==> config.mk <==
export PLATFORM = sky130hd
export DESIGN_NAME = macc_frame_ctrl
export DESIGN_NICKNAME = d
export VERILOG_FILES = /design/src/rtl/macc_frame_pkg.sv /design/src/rtl/macc_frame_ctrl_fifo.sv /design/src/rtl/macc_frame_ctrl.sv
export SDC_FILE = /design/constraint.sdc
export NUM_CORES = 1
export LEC_CHECK = 0
export BUFFER_PORTS_ARGS = -buffer_cell sky130_fd_sc_hd__buf_2
export CAP_MARGIN = 0
export CORE_ASPECT_RATIO = 1.5
export CORE_MARGIN = 3
export CORE_UTILIZATION = 50
export CTS_CLUSTER_DIAMETER = 60
export DETAILED_ROUTE_END_ITERATION = 7
export PLACE_DENSITY = 0.7
export SYNTH_ARGS = -nofsm -noshare
export SYNTH_HDL_FRONTEND = slang
export SYNTH_SLANG_ARGS = --single-unit
==> constraint.sdc <==
create_clock -name clk -period 5.4 [get_ports clk]
set_input_delay 1.08 -clock clk [delete_from_list [all_inputs] [get_ports clk]]
set_output_delay 1.08 -clock clk [all_outputs]
set_load 0.02 [all_outputs]
==> src/rtl/macc_frame_pkg.sv <==
// Shared types and helpers for the MACC frame controller: FSM state encoding,
// result-discard tracking sizes and a pointer-width helper.
package macc_frame_pkg;

    typedef enum logic [1:0] {
        ST_IDLE  = 2'd0,
        ST_RUN   = 2'd1,
        ST_DRAIN = 2'd2,
        ST_FLUSH = 2'd3
    } state_t;

    // Depth of the in-flight new_acc tracking queue (must exceed MACC result latency).
    localparam int DQ_DEPTH = 8;
    localparam int DQ_IW    = 3;

    function automatic int clog2(input int value);
        int w;
        w = 0;
        for (int i = 0; i < 31; i++) begin
            if ((32'd1 << i) < value) begin
                w = i + 1;
            end else begin
                w = w;
            end
        end
        return w;
    endfunction

endpackage

==> src/rtl/macc_frame_ctrl_fifo.sv <==
// First-word-fall-through result FIFO carrying {dout, frame}; a push that finds
// the FIFO full (with no pop in the same cycle) is dropped and flagged.
module macc_result_fifo
    import macc_frame_pkg::*;
#(
    parameter int DATA_WIDTH = 64,
    parameter int DEPTH      = 4
) (
    input  logic                  clk,
    input  logic                  rst_n,
    input  logic                  i_push,
    input  logic [DATA_WIDTH-1:0] i_data,
    input  logic                  i_pop,
    output logic [DATA_WIDTH-1:0] o_data,
    output logic                  o_empty,
    output logic                  o_drop
);

    localparam int PW = clog2(DEPTH);
    typedef logic [PW:0]   cnt_t;
    typedef logic [PW-1:0] ptr_t;
    localparam cnt_t CNT_ZERO = cnt_t'(0);
    localparam cnt_t CNT_ONE  = cnt_t'(1);
    localparam cnt_t CNT_FULL = cnt_t'(DEPTH);
    localparam ptr_t PTR_ONE  = ptr_t'(1);

    logic [DATA_WIDTH-1:0] r_mem [DEPTH];
    ptr_t r_wr_ptr;
    ptr_t r_rd_ptr;
    cnt_t r_count;
    logic w_full;
    logic w_do_pop;
    logic w_do_push;

    assign o_empty   = (r_count == CNT_ZERO);
    assign w_full    = (r_count == CNT_FULL);
    assign w_do_pop  = i_pop & ~o_empty;
    assign w_do_push = i_push & (~w_full | w_do_pop);
    assign o_drop    = i_push & ~w_do_push;
    assign o_data    = r_mem[r_rd_ptr];

    // Storage, pointers and occupancy
    always_ff @(posedge clk or negedge rst_n) begin
        if (!rst_n) begin
            for (int i = 0; i < DEPTH; i++) begin
                r_mem[i] <= '0;
            end
            r_wr_ptr <= '0;
            r_rd_ptr <= '0;
            r_count  <= CNT_ZERO;
        end else begin
            if (w_do_push) begin
                r_mem[r_wr_ptr] <= i_data;
                r_wr_ptr        <= r_wr_ptr + PTR_ONE;
            end
            if (w_do_pop) begin
                r_rd_ptr <= r_rd_ptr + PTR_ONE;
            end
            case ({w_do_push, w_do_pop})
                2'b10:   r_count <= r_count + CNT_ONE;
                2'b01:   r_count <= r_count - CNT_ONE;
                default: r_count <= r_count;
            endcase
        end
    end

endmodule

==> src/rtl/macc_frame_ctrl.sv <==
// Frame controller around a DSP48-style MACC: frames the sample stream into
// new_acc-delimited accumulations, flushes on disable and tags each result.
module macc_frame_ctrl
    import macc_frame_pkg::*;
#(
    parameter int DIN1_WIDTH  = 16,
    parameter int DIN2_WIDTH  = 16,
    parameter int DOUT_WIDTH  = 48,
    parameter int LEN_WIDTH   = 16,
    parameter int FRAME_WIDTH = 16,
    parameter int FIFO_DEPTH  = 4
) (
    input  logic                   clk,
    input  logic                   rst_n,
    input  logic                   enable,
    input  logic [LEN_WIDTH-1:0]   acc_len,
    input  logic [DIN1_WIDTH-1:0]  din1,
    input  logic [DIN2_WIDTH-1:0]  din2,
    input  logic                   din_valid,
    output logic [DIN1_WIDTH-1:0]  macc_din1,
    output logic [DIN2_WIDTH-1:0]  macc_din2,
    output logic                   macc_din_valid,
    output logic                   macc_new_acc,
    input  logic [DOUT_WIDTH-1:0]  macc_dout,
    input  logic                   macc_dout_valid,
    output logic [DOUT_WIDTH-1:0]  dout,
    output logic [FRAME_WIDTH-1:0] dout_frame,
    output logic                   dout_valid,
    input  logic                   dout_ready,
    output logic                   overflow,
    output logic                   busy
);

    typedef logic [LEN_WIDTH-1:0]   len_t;
    typedef logic [FRAME_WIDTH-1:0] frame_t;
    typedef logic [DQ_IW:0]         dq_cnt_t;
    localparam len_t    LEN_ZERO   = len_t'(0);
    localparam len_t    LEN_ONE    = len_t'(1);
    localparam frame_t  FRAME_ONE  = frame_t'(1);
    localparam dq_cnt_t DQ_ZERO    = dq_cnt_t'(0);
    localparam dq_cnt_t DQ_ONE     = dq_cnt_t'(1);
    localparam dq_cnt_t DQ_FULL    = dq_cnt_t'(DQ_DEPTH);

    state_t  r_state;
    state_t  w_state_nxt;
    len_t    r_cnt;
    len_t    w_cnt_nxt;
    len_t    r_len;
    len_t    w_len_nxt;
    len_t    w_len_in;
    logic    w_fwd;
    logic    w_new;
    logic    w_flush;
    logic    w_from_idle;

    logic [DIN1_WIDTH-1:0] r_macc_din1;
    logic [DIN2_WIDTH-1:0] r_macc_din2;
    logic                  r_macc_din_valid;
    logic                  r_macc_new_acc;

    logic [DQ_DEPTH-1:0] r_dq;
    logic [DQ_DEPTH-1:0] w_dq_nxt;
    dq_cnt_t             r_dq_cnt;
    dq_cnt_t             w_dq_cnt_nxt;
    dq_cnt_t             w_dq_cnt_mid;
    logic                w_dq_pop;
    logic                w_issue;
    logic                w_discard;
    logic                w_res_push;

    frame_t r_res_frame;
    logic   r_overflow;
    logic   r_discard_pending;
    logic   r_busy;

    logic [DOUT_WIDTH+FRAME_WIDTH-1:0] w_fifo_wdata;
    logic [DOUT_WIDTH+FRAME_WIDTH-1:0] w_fifo_rdata;
    logic w_fifo_empty;
    logic w_fifo_pop;
    logic w_fifo_drop;

    assign w_len_in = (acc_len == LEN_ZERO) ? LEN_ONE : acc_len;

    // Next-state and frame sequencing decisions
    always_comb begin
        w_state_nxt = r_state;
        w_cnt_nxt   = r_cnt;
        w_len_nxt   = r_len;
        w_fwd       = 1'b0;
        w_new       = 1'b0;
        w_flush     = 1'b0;
        w_from_idle = 1'b0;
        case (r_state)
            ST_IDLE: begin
                if (enable && din_valid) begin
                    w_fwd       = 1'b1;
                    w_new       = 1'b1;
                    w_from_idle = 1'b1;
                    w_len_nxt   = w_len_in;
                    w_cnt_nxt   = LEN_ONE;
                    w_state_nxt = ST_RUN;
                end else begin
                    w_state_nxt = ST_IDLE;
                end
            end
            ST_RUN, ST_DRAIN: begin
                if (enable) begin
                    w_state_nxt = ST_RUN;
                    if (din_valid) begin
                        w_fwd = 1'b1;
                        if (r_cnt == r_len) begin
                            w_new     = 1'b1;
                            w_cnt_nxt = LEN_ONE;
                            w_len_nxt = w_len_in;
                        end else begin
                            w_cnt_nxt = r_cnt + LEN_ONE;
                        end
                    end else begin
                        w_cnt_nxt = r_cnt;
                    end
                end else if (r_cnt == r_len) begin
                    // Frame already complete: a sample now would open a new frame, so it is dropped.
                    w_state_nxt = ST_FLUSH;
                end else if (din_valid) begin
                    w_fwd       = 1'b1;
                    w_cnt_nxt   = r_cnt + LEN_ONE;
                    w_state_nxt = (r_cnt + LEN_ONE == r_len) ? ST_FLUSH : ST_DRAIN;
                end else begin
                    w_state_nxt = ST_DRAIN;
                end
            end
            ST_FLUSH: begin
                w_flush     = 1'b1;
                w_state_nxt = ST_IDLE;
            end
            default: begin
                w_state_nxt = ST_IDLE;
            end
        endcase
    end

    // FSM state, sample count and latched frame length
    always_ff @(posedge clk or negedge rst_n) begin
        if (!rst_n) begin
            r_state <= ST_IDLE;
            r_cnt   <= LEN_ZERO;
            r_len   <= LEN_ZERO;
            r_busy  <= 1'b0;
        end else begin
            r_state <= w_state_nxt;
            r_cnt   <= w_cnt_nxt;
            r_len   <= w_len_nxt;
            r_busy  <= (w_state_nxt != ST_IDLE);
        end
    end

    // Registered MACC drive; FLUSH injects a zero sample that releases the last frame
    always_ff @(posedge clk or negedge rst_n) begin
        if (!rst_n) begin
            r_macc_din1      <= '0;
            r_macc_din2      <= '0;
            r_macc_din_valid <= 1'b0;
            r_macc_new_acc   <= 1'b0;
        end else begin
            r_macc_din_valid <= w_fwd | w_flush;
            r_macc_new_acc   <= w_new | w_flush;
            if (w_flush) begin
                r_macc_din1 <= '0;
                r_macc_din2 <= '0;
            end else if (w_fwd) begin
                r_macc_din1 <= din1;
                r_macc_din2 <= din2;
            end else begin
                r_macc_din1 <= r_macc_din1;
                r_macc_din2 <= r_macc_din2;
            end
        end
    end

    // Each issued new_acc yields one MACC result in order; the queue remembers which to hide.
    assign w_issue    = w_new | w_flush;
    assign w_dq_pop   = macc_dout_valid & (r_dq_cnt != DQ_ZERO);
    assign w_discard  = macc_dout_valid & ((r_dq_cnt == DQ_ZERO) | r_dq[0]);
    assign w_res_push = macc_dout_valid & ~w_discard;

    // Discard-tag queue next state
    always_comb begin
        w_dq_nxt     = w_dq_pop ? (r_dq >> 1) : r_dq;
        w_dq_cnt_mid = w_dq_pop ? (r_dq_cnt - DQ_ONE) : r_dq_cnt;
        w_dq_cnt_nxt = w_dq_cnt_mid;
        if (w_issue && (w_dq_cnt_mid < DQ_FULL)) begin
            w_dq_nxt[w_dq_cnt_mid[DQ_IW-1:0]] = w_from_idle & r_discard_pending;
            w_dq_cnt_nxt                      = w_dq_cnt_mid + DQ_ONE;
        end else begin
            w_dq_cnt_nxt = w_dq_cnt_mid;
        end
    end

    // Result bookkeeping: discard tracking, frame tags and sticky overflow
    always_ff @(posedge clk or negedge rst_n) begin
        if (!rst_n) begin
            r_dq              <= '0;
            r_dq_cnt          <= DQ_ZERO;
            r_res_frame       <= '0;
            r_overflow        <= 1'b0;
            r_discard_pending <= 1'b1;
        end else begin
            r_dq     <= w_dq_nxt;
            r_dq_cnt <= w_dq_cnt_nxt;
            if (w_res_push) begin
                r_res_frame <= r_res_frame + FRAME_ONE;
            end else begin
                r_res_frame <= r_res_frame;
            end
            if (w_fifo_drop) begin
                r_overflow <= 1'b1;
            end else begin
                r_overflow <= r_overflow;
            end
            if (w_flush) begin
                r_discard_pending <= 1'b1;
            end else if (w_from_idle) begin
                r_discard_pending <= 1'b0;
            end else begin
                r_discard_pending <= r_discard_pending;
            end
        end
    end

    assign w_fifo_wdata = {macc_dout, r_res_frame};
    assign w_fifo_pop   = dout_ready & ~w_fifo_empty;

    macc_result_fifo #(
        .DATA_WIDTH(DOUT_WIDTH + FRAME_WIDTH),
        .DEPTH     (FIFO_DEPTH)
    ) u_fifo (
        .clk    (clk),
        .rst_n  (rst_n),
        .i_push (w_res_push),
        .i_data (w_fifo_wdata),
        .i_pop  (w_fifo_pop),
        .o_data (w_fifo_rdata),
        .o_empty(w_fifo_empty),
        .o_drop (w_fifo_drop)
    );

    assign macc_din1      = r_macc_din1;
    assign macc_din2      = r_macc_din2;
    assign macc_din_valid = r_macc_din_valid;
    assign macc_new_acc   = r_macc_new_acc;
    assign dout           = w_fifo_rdata[DOUT_WIDTH+FRAME_WIDTH-1:FRAME_WIDTH];
    assign dout_frame     = w_fifo_rdata[FRAME_WIDTH-1:0];
    assign dout_valid     = ~w_fifo_empty;
    assign overflow       = r_overflow;
    assign busy           = r_busy;

endmodule
Word-level counts from Yosys, hierarchy flattened
Index checks and enable logic that the tools add are counted.
{ "classes": {"addsub": 8, "n_lt_le_gt_ge": 6, "n_eq_ne": 13, "n_mux": 50, "n_bitwise": 18, "n_reduce_logical": 17} }
{ "ops": {"columns": ["op", "n"], "rows": [
  ["256-bit bitwise mux", 1],
  ["16-bit 2-to-1 mux", 15],
  ["64-bit 2-to-1 mux", 3],
  ["64-bit binary-select mux with 2-bit select", 1],
  ["64-bit demux with 2-bit select", 1],
  ["16-bit one-hot mux with 2 select lines", 2],
  ["16-bit by 1-bit adder with 16-bit output, second input constant", 2],
  ["16-bit == test", 2],
  ["16-bit logical NOT", 1],
  ["1-bit 2-to-1 mux", 16],
  ["8-bit 2-to-1 mux", 2],
  ["2-bit nonzero test", 5],
  ["1-bit AND", 8],
  ["8-bit bitwise mux", 1],
  ["4-bit 2-to-1 mux", 2],
  ["2-bit != test, second input constant", 4],
  ["2-bit == test, second input constant", 3],
  ["3-bit greater-or-equal comparator, second input constant", 2],
  ["2-bit NOT with 3-bit output", 2],
  ["2-bit one-hot mux with 3 select lines", 1],
  ["3-bit one-hot mux with 2 select lines", 1],
  ["5-bit AND reduction", 1],
  ["2-bit by 1-bit adder with 2-bit output, second input constant", 2],
  ["4-bit by 1-bit adder with 4-bit output, second input constant", 1],
  ["other kinds (22)", 33]
]} }
{ "word_totals": {"reg_bits": 362, "input_bits": 102, "out_inout_bits": 101, "word_cells": 132} }

Depth between registers and ports, before layout
{ "logic_depth": {"ltp_word": 9, "mapped_depth": 12, "ltp_nobuf": 12} }

Hierarchy
From an unflattened synthesis, not the netlist that was laid out.
{ "hier_totals": {"hier_cells": 1157, "hier_area_um2": 16926.2} }
{ "modules_own_cells": {"columns": ["mod", "n_inst", "cells_per_inst", "area_per_inst_um2", "seq_area_each_um2"], "rows": [
  ["macc_result_fifo", 1, 656, 11508.5, 6581.3],
  ["macc_frame_ctrl", 1, 501, 5417.7, 2478.6]
]} }

Worst setup path before layout
No wires, ideal clock.
{ "synth_path": {"path_kind": "flip-flop to output port", "from": "register u_fifo.r_rd_ptr[0]", "to": "output dout[10]", "arrival_time_ps": 1774, "required_ps": 4320, "slack_ps": 2546, "stages_incl_launch_ff": 4, "path_buffers": 2, "path_cell_list": "dfrtp_1 > buf_2 > buf_1 > mux4_2"} }
{ "synth_via": {"elab_chain_cells": 4} }
{ "synth_rtl": {"columns": ["item", "line_no", "rtl"], "rows": [
  ["start, declared", "macc_frame_ctrl_fifo.sv:29", "ptr_t r_rd_ptr;"],
  ["start signal, assigned", "macc_frame_ctrl_fifo.sv:57", "r_rd_ptr <= r_rd_ptr + PTR_ONE;"],
  ["2-bit NOT with 3-bit output (not written as such)", "macc_frame_ctrl_fifo.sv:40", "assign o_data = r_mem[r_rd_ptr];"],
  ["64-bit binary-select mux with 2-bit select", "macc_frame_ctrl_fifo.sv:40", null],
  ["64-bit 2-to-1 mux (not written as such) (2 in a row)", "macc_frame_ctrl_fifo.sv:40", null],
  ["end, declared", "macc_frame_ctrl.sv:26", "output logic [DOUT_WIDTH-1:0] dout,"]
]} }
No other way between the ends. The select of a mux whose other input is x is not followed.

Final worst setup path
{ "layout_path": {"from": "register u_fifo.r_rd_ptr[0]", "to": "output dout[32]"} }
Same word-level chain as after synthesis.

==> out/qor.json <==
{
  "grt_pass1_wl_mm": 55.9,
  "seq_power_share_pct": 39.0,
  "timing.final.crit_share_pct": 71.0,
  "period_needed_ns": 3.84,
  "critPathTopFamily": "flip-flops",
  "cts_max_level": 2,
  "async_flop_share_pct": 100,
  "worst_r2r_endpoint": "u_fifo.r_mem[218]",
  "power.share.combinational_pct": 38.6,
  "number_of_antenna_violations_at_the_first_check_in_global_routing": 5,
  "area_growth_pct": 15.8,
  "setup_violations": 0,
  "core_um2": 32600,
  "critical_path.max_fanout": 40,
  "post_synth_and_or_nand_nor_area_fraction_pct": 6.90,
  "synth-edff-count": 0,
  "pre_cts_ws_ns": 1.54,
  "route.detailed.wl_per_inst_um": 18.7,
  "top_level_ports": 203,
  "timing.max_slew.rel_slack_pct": 23.1,
  "global_route.overflow_total": 0,
  "timing.critical_path.from": "u_fifo.r_rd_ptr[0]",
  "drt_pre_antenna_iters": 4,
  "maxCapViolCount": 0,
  "sw_frac_of_total_pct": 33.9,
  "crit_type": "register to output port",
  "clk-insertion-delay-late_ns": 0.52,
  "netlist-cell-type-count": 57,
  "internal_power_mw": 7.71,
  "synth_xor_xnor_area_share_pct": 2.86,
  "via_count": 9921,
  "dieWidth_um": 155,
  "worst_ep_required_time_ns": 4.32,
  "synth-seq-cells": 362,
  "vias_per_instance": 5.52,
  "synth_flop_cell": "sky130_fd_sc_hd__dfrtp_1",
  "die_area_um2": 35400,
  "stdcell_area_um2": 19100,
  "r2r-start": "r_dq_cnt[0]",
  "synth_fp_nets": 1282,
  "worst-slew-pin-transition_ns": 1.15,
  "synthesis.instances": 1168,
  "synth_largest_type_area_fraction_pct": 54.6,
  "globalRouteMet2Util_pct": 34.9,
  "worst_setup_hold_path_clk_slew_ns": 0.06,
  "r2r_setup_slack_ns": 1.90,
  "combinational_family_with_the_most_area_after_synthesis": "multiplexers",
  "netSwitchingPower_mw": 3.96,
  "grt_use_total_pct": 19.4,
  "grt_setup_unrepaired": "no",
  "initial_core_utilization_pct": 50.7,
  "final_nets": 1465,
  "cell_count_of_the_worst_hold_path": 2,
  "cts_hold_buffers": 0,
  "post-synth-top-count-cell": "sky130_fd_sc_hd__dfrtp_1",
  "timing.fmax_mhz": 261,
  "synth_top_cells_by_count": "361 x sky130_fd_sc_hd__dfrtp_1, 287 x sky130_fd_sc_hd__mux2_2, 79 x sky130_fd_sc_hd__nand2_1",
  "cts_root_buffer": "sky130_fd_sc_hd__clkbuf_16",
  "die-height_um": 229,
  "gp_congestion": 0.858,
  "clkPwrFrac_pct": 22.5,
  "timing.critical_path.from_type": "register",
  "worst_ep_arrival_ns": 2.76,
  "numPortBuffers": 202,
  "crit_path_top_delay_cell": "sky130_fd_sc_hd__dfrtp_4",
  "clk_sinks": 362,
  "remaining_drc_errors": 0,
  "avgSynthCellArea_um2": 14.2,
  "static-leakage-power_nw": 8.84,
  "power-per-cell-area_nw_per_um2": 610,
  "endpoint": "dout[32]",
  "finalHoldViolCount": 0,
  "critPathMaxStageDelay_ns": 0.98,
  "fin_skew_ns": 0.0149,
  "synth-adder-area-share_pct": 0.953,
  "number_of_global_route_vias_before_repair": 10900,
  "routed_wl_mm": 33.7,
  "logic_depth_of_the_worst_path_buffers_included": 3,
  "globalRoute.busiestLayer": "met2",
  "final_critical_path_setup_slack_ns": 1.56,
  "status": "completed",
  "synth_top_area_cell": "sky130_fd_sc_hd__dfrtp_1",
  "synth_area_um2": 16500,
  "placement_rows": 81,
  "dp_hpwl_mm": 21.6,
  "worst_setup_path_end_kind": "output port",
  "worstHoldPathType": "register to register",
  "design_power_total_mw": 11.7,
  "ant_nets": 0,
  "r2r_cells": 7,
  "postCtsSetupBuffers": 0,
  "total_placed_instance_area_um2": 17900,
  "timing.final.max_slew_violations": 0,
  "synth_mux_area_share_pct": 29.5,
  "grtUsageMet3_pct": 4.43,
  "ordered_cell_list_for_the_critical_path": "buf_4 > mux4_2 > buf_2",
  "clock_tree.buffer_depth": 3,
  "setup-tns-final_ns": 0,
  "synth.yosys.seq_area_share_pct": 54.8,
  "largest_net_degree_at_the_start_of_global_routing": 114,
  "synth_compound_area_share_pct": 2.54,
  "max-vdd-ir-drop_mv": 0.350,
  "drive_gt1_share_pct": 46.3,
  "tritoncts": "yes",
  "yosys-top-cells-area": "sky130_fd_sc_hd__dfrtp_1 55%, sky130_fd_sc_hd__mux2_2 20%, sky130_fd_sc_hd__mux4_2 8.7%",
  "grtUsageMet1_pct": 23.1,
  "number_of_cells_upsized_or_downsized_after_cts": 0,
  "cts_inserted_buffers": 37,
  "yosysWarningCount": 0,
  "timing.critical_path.buf_inv": 2,
  "detailedRoute.firstIterationViolations": 380
}
==> worst register-to-register path: stages, from the launching register on <==
cell and delay [ns]:
sky130_fd_sc_hd__dfrtp_1 0.34, sky130_fd_sc_hd__inv_1 0.07, sky130_fd_sc_hd__ha_1 0.23, sky130_fd_sc_hd__nor3b_1 0.16, sky130_fd_sc_hd__nand2b_1 0.40, sky130_fd_sc_hd__nor3_2 0.82, sky130_fd_sc_hd__nand2_4 0.79, sky130_fd_sc_hd__mux2_2 0.57
==> state kept, by name, summed over array words and instances (netlist names), 3 cells and up <==
signal          cells
r_res_frame        16
r_cnt              16
r_dq                8
u_fifo.r_count      3
u_fifo.r_mem      256
r_len              16
macc_din2          16
r_dq_cnt            4
macc_din1          16
==> final cells by class <==
| cell class | instances | area, um^2 |
|---|---|---|
| diodes | 3 | 7.51 |
| clock buffers | 56 | 1070 |
| clock inverters | 10 | 185 |
| fillers | 2660 | 13500 |
| inverters | 17 | 63.8 |
| multi-input cells | 719 | 7110 |
| flip-flops and latches | 362 | 9060 |
| well taps | 415 | 519 |
| repair buffers | 214 | 1140 |
==> power groups by stage <==
stage	clock network, mW	registers, mW	logic [mW]
after floorplan	0	4.34	3.42
after global placement	0	4.52	4.44
after detailed placement	0	4.60	4.56
after CTS	2.71	4.56	4.58
after global routing	2.81	4.70	4.85
final	2.62	4.55	4.50
==> through the flow <==
step	utilization, %	hold slack [ns]	std cells
global placement	54.8	0.462	1727
floorplan	-	0.445	1168
detailed placement	54.8	0.481	1727
global route	58.7	0.514	1795
finish	58.7	0.485	1796
CTS	58.7	0.493	1793
==> worst min path at each step <==
stage | start | endpoint | slack [ns]
after floorplan | u_fifo.r_mem[78] | u_fifo.r_mem[78] | 0.44
after global placement | u_fifo.r_mem[78] | u_fifo.r_mem[78] | 0.46
after detailed placement | u_fifo.r_mem[142] | u_fifo.r_mem[142] | 0.48
after CTS | r_len[14] | r_len[14] | 0.49
after global routing | macc_din2[9] | macc_din2[9] | 0.51
final | r_len[14] | r_len[14] | 0.49
==> layer usage <==
layer | share of wire (%) | wire length [um]
met5 | 0.083 | 28
met4 | 2.2 | 729
met3 | 5.2 | 1760
met2 | 53 | 17900
met1 | 39 | 13200
==> cells in the final DEF (no fill, tap or decap), types with 10 or more instances in the layout <==
cell type and count:
sky130_fd_sc_hd__a21oi_1 15, sky130_fd_sc_hd__buf_2 201, sky130_fd_sc_hd__buf_4 10, sky130_fd_sc_hd__clkbuf_1 12, sky130_fd_sc_hd__clkbuf_16 37, sky130_fd_sc_hd__dfrtp_1 359, sky130_fd_sc_hd__ha_1 11, sky130_fd_sc_hd__inv_1 17
sky130_fd_sc_hd__mux2_2 287, sky130_fd_sc_hd__mux2i_1 21, sky130_fd_sc_hd__mux4_2 64, sky130_fd_sc_hd__nand2_1 75, sky130_fd_sc_hd__nand3_1 15, sky130_fd_sc_hd__nand4_1 11, sky130_fd_sc_hd__nor2_1 27, sky130_fd_sc_hd__nor2b_1 33
sky130_fd_sc_hd__nor3_1 12, sky130_fd_sc_hd__o21ai_0 13, sky130_fd_sc_hd__xnor2_1 31, sky130_fd_sc_hd__xor2_1 23
==> kinds of logic after synthesis <==
family,count (synthesis)
multiplexers,372
flip-flops,362
AND/OR/NAND/NOR,220
buffers and inverters,87
AO/OA/AOI/OAI,61
XOR/XNOR,54
adder cells (fa/ha/maj),12
Power figures use the tool's default switching activity.
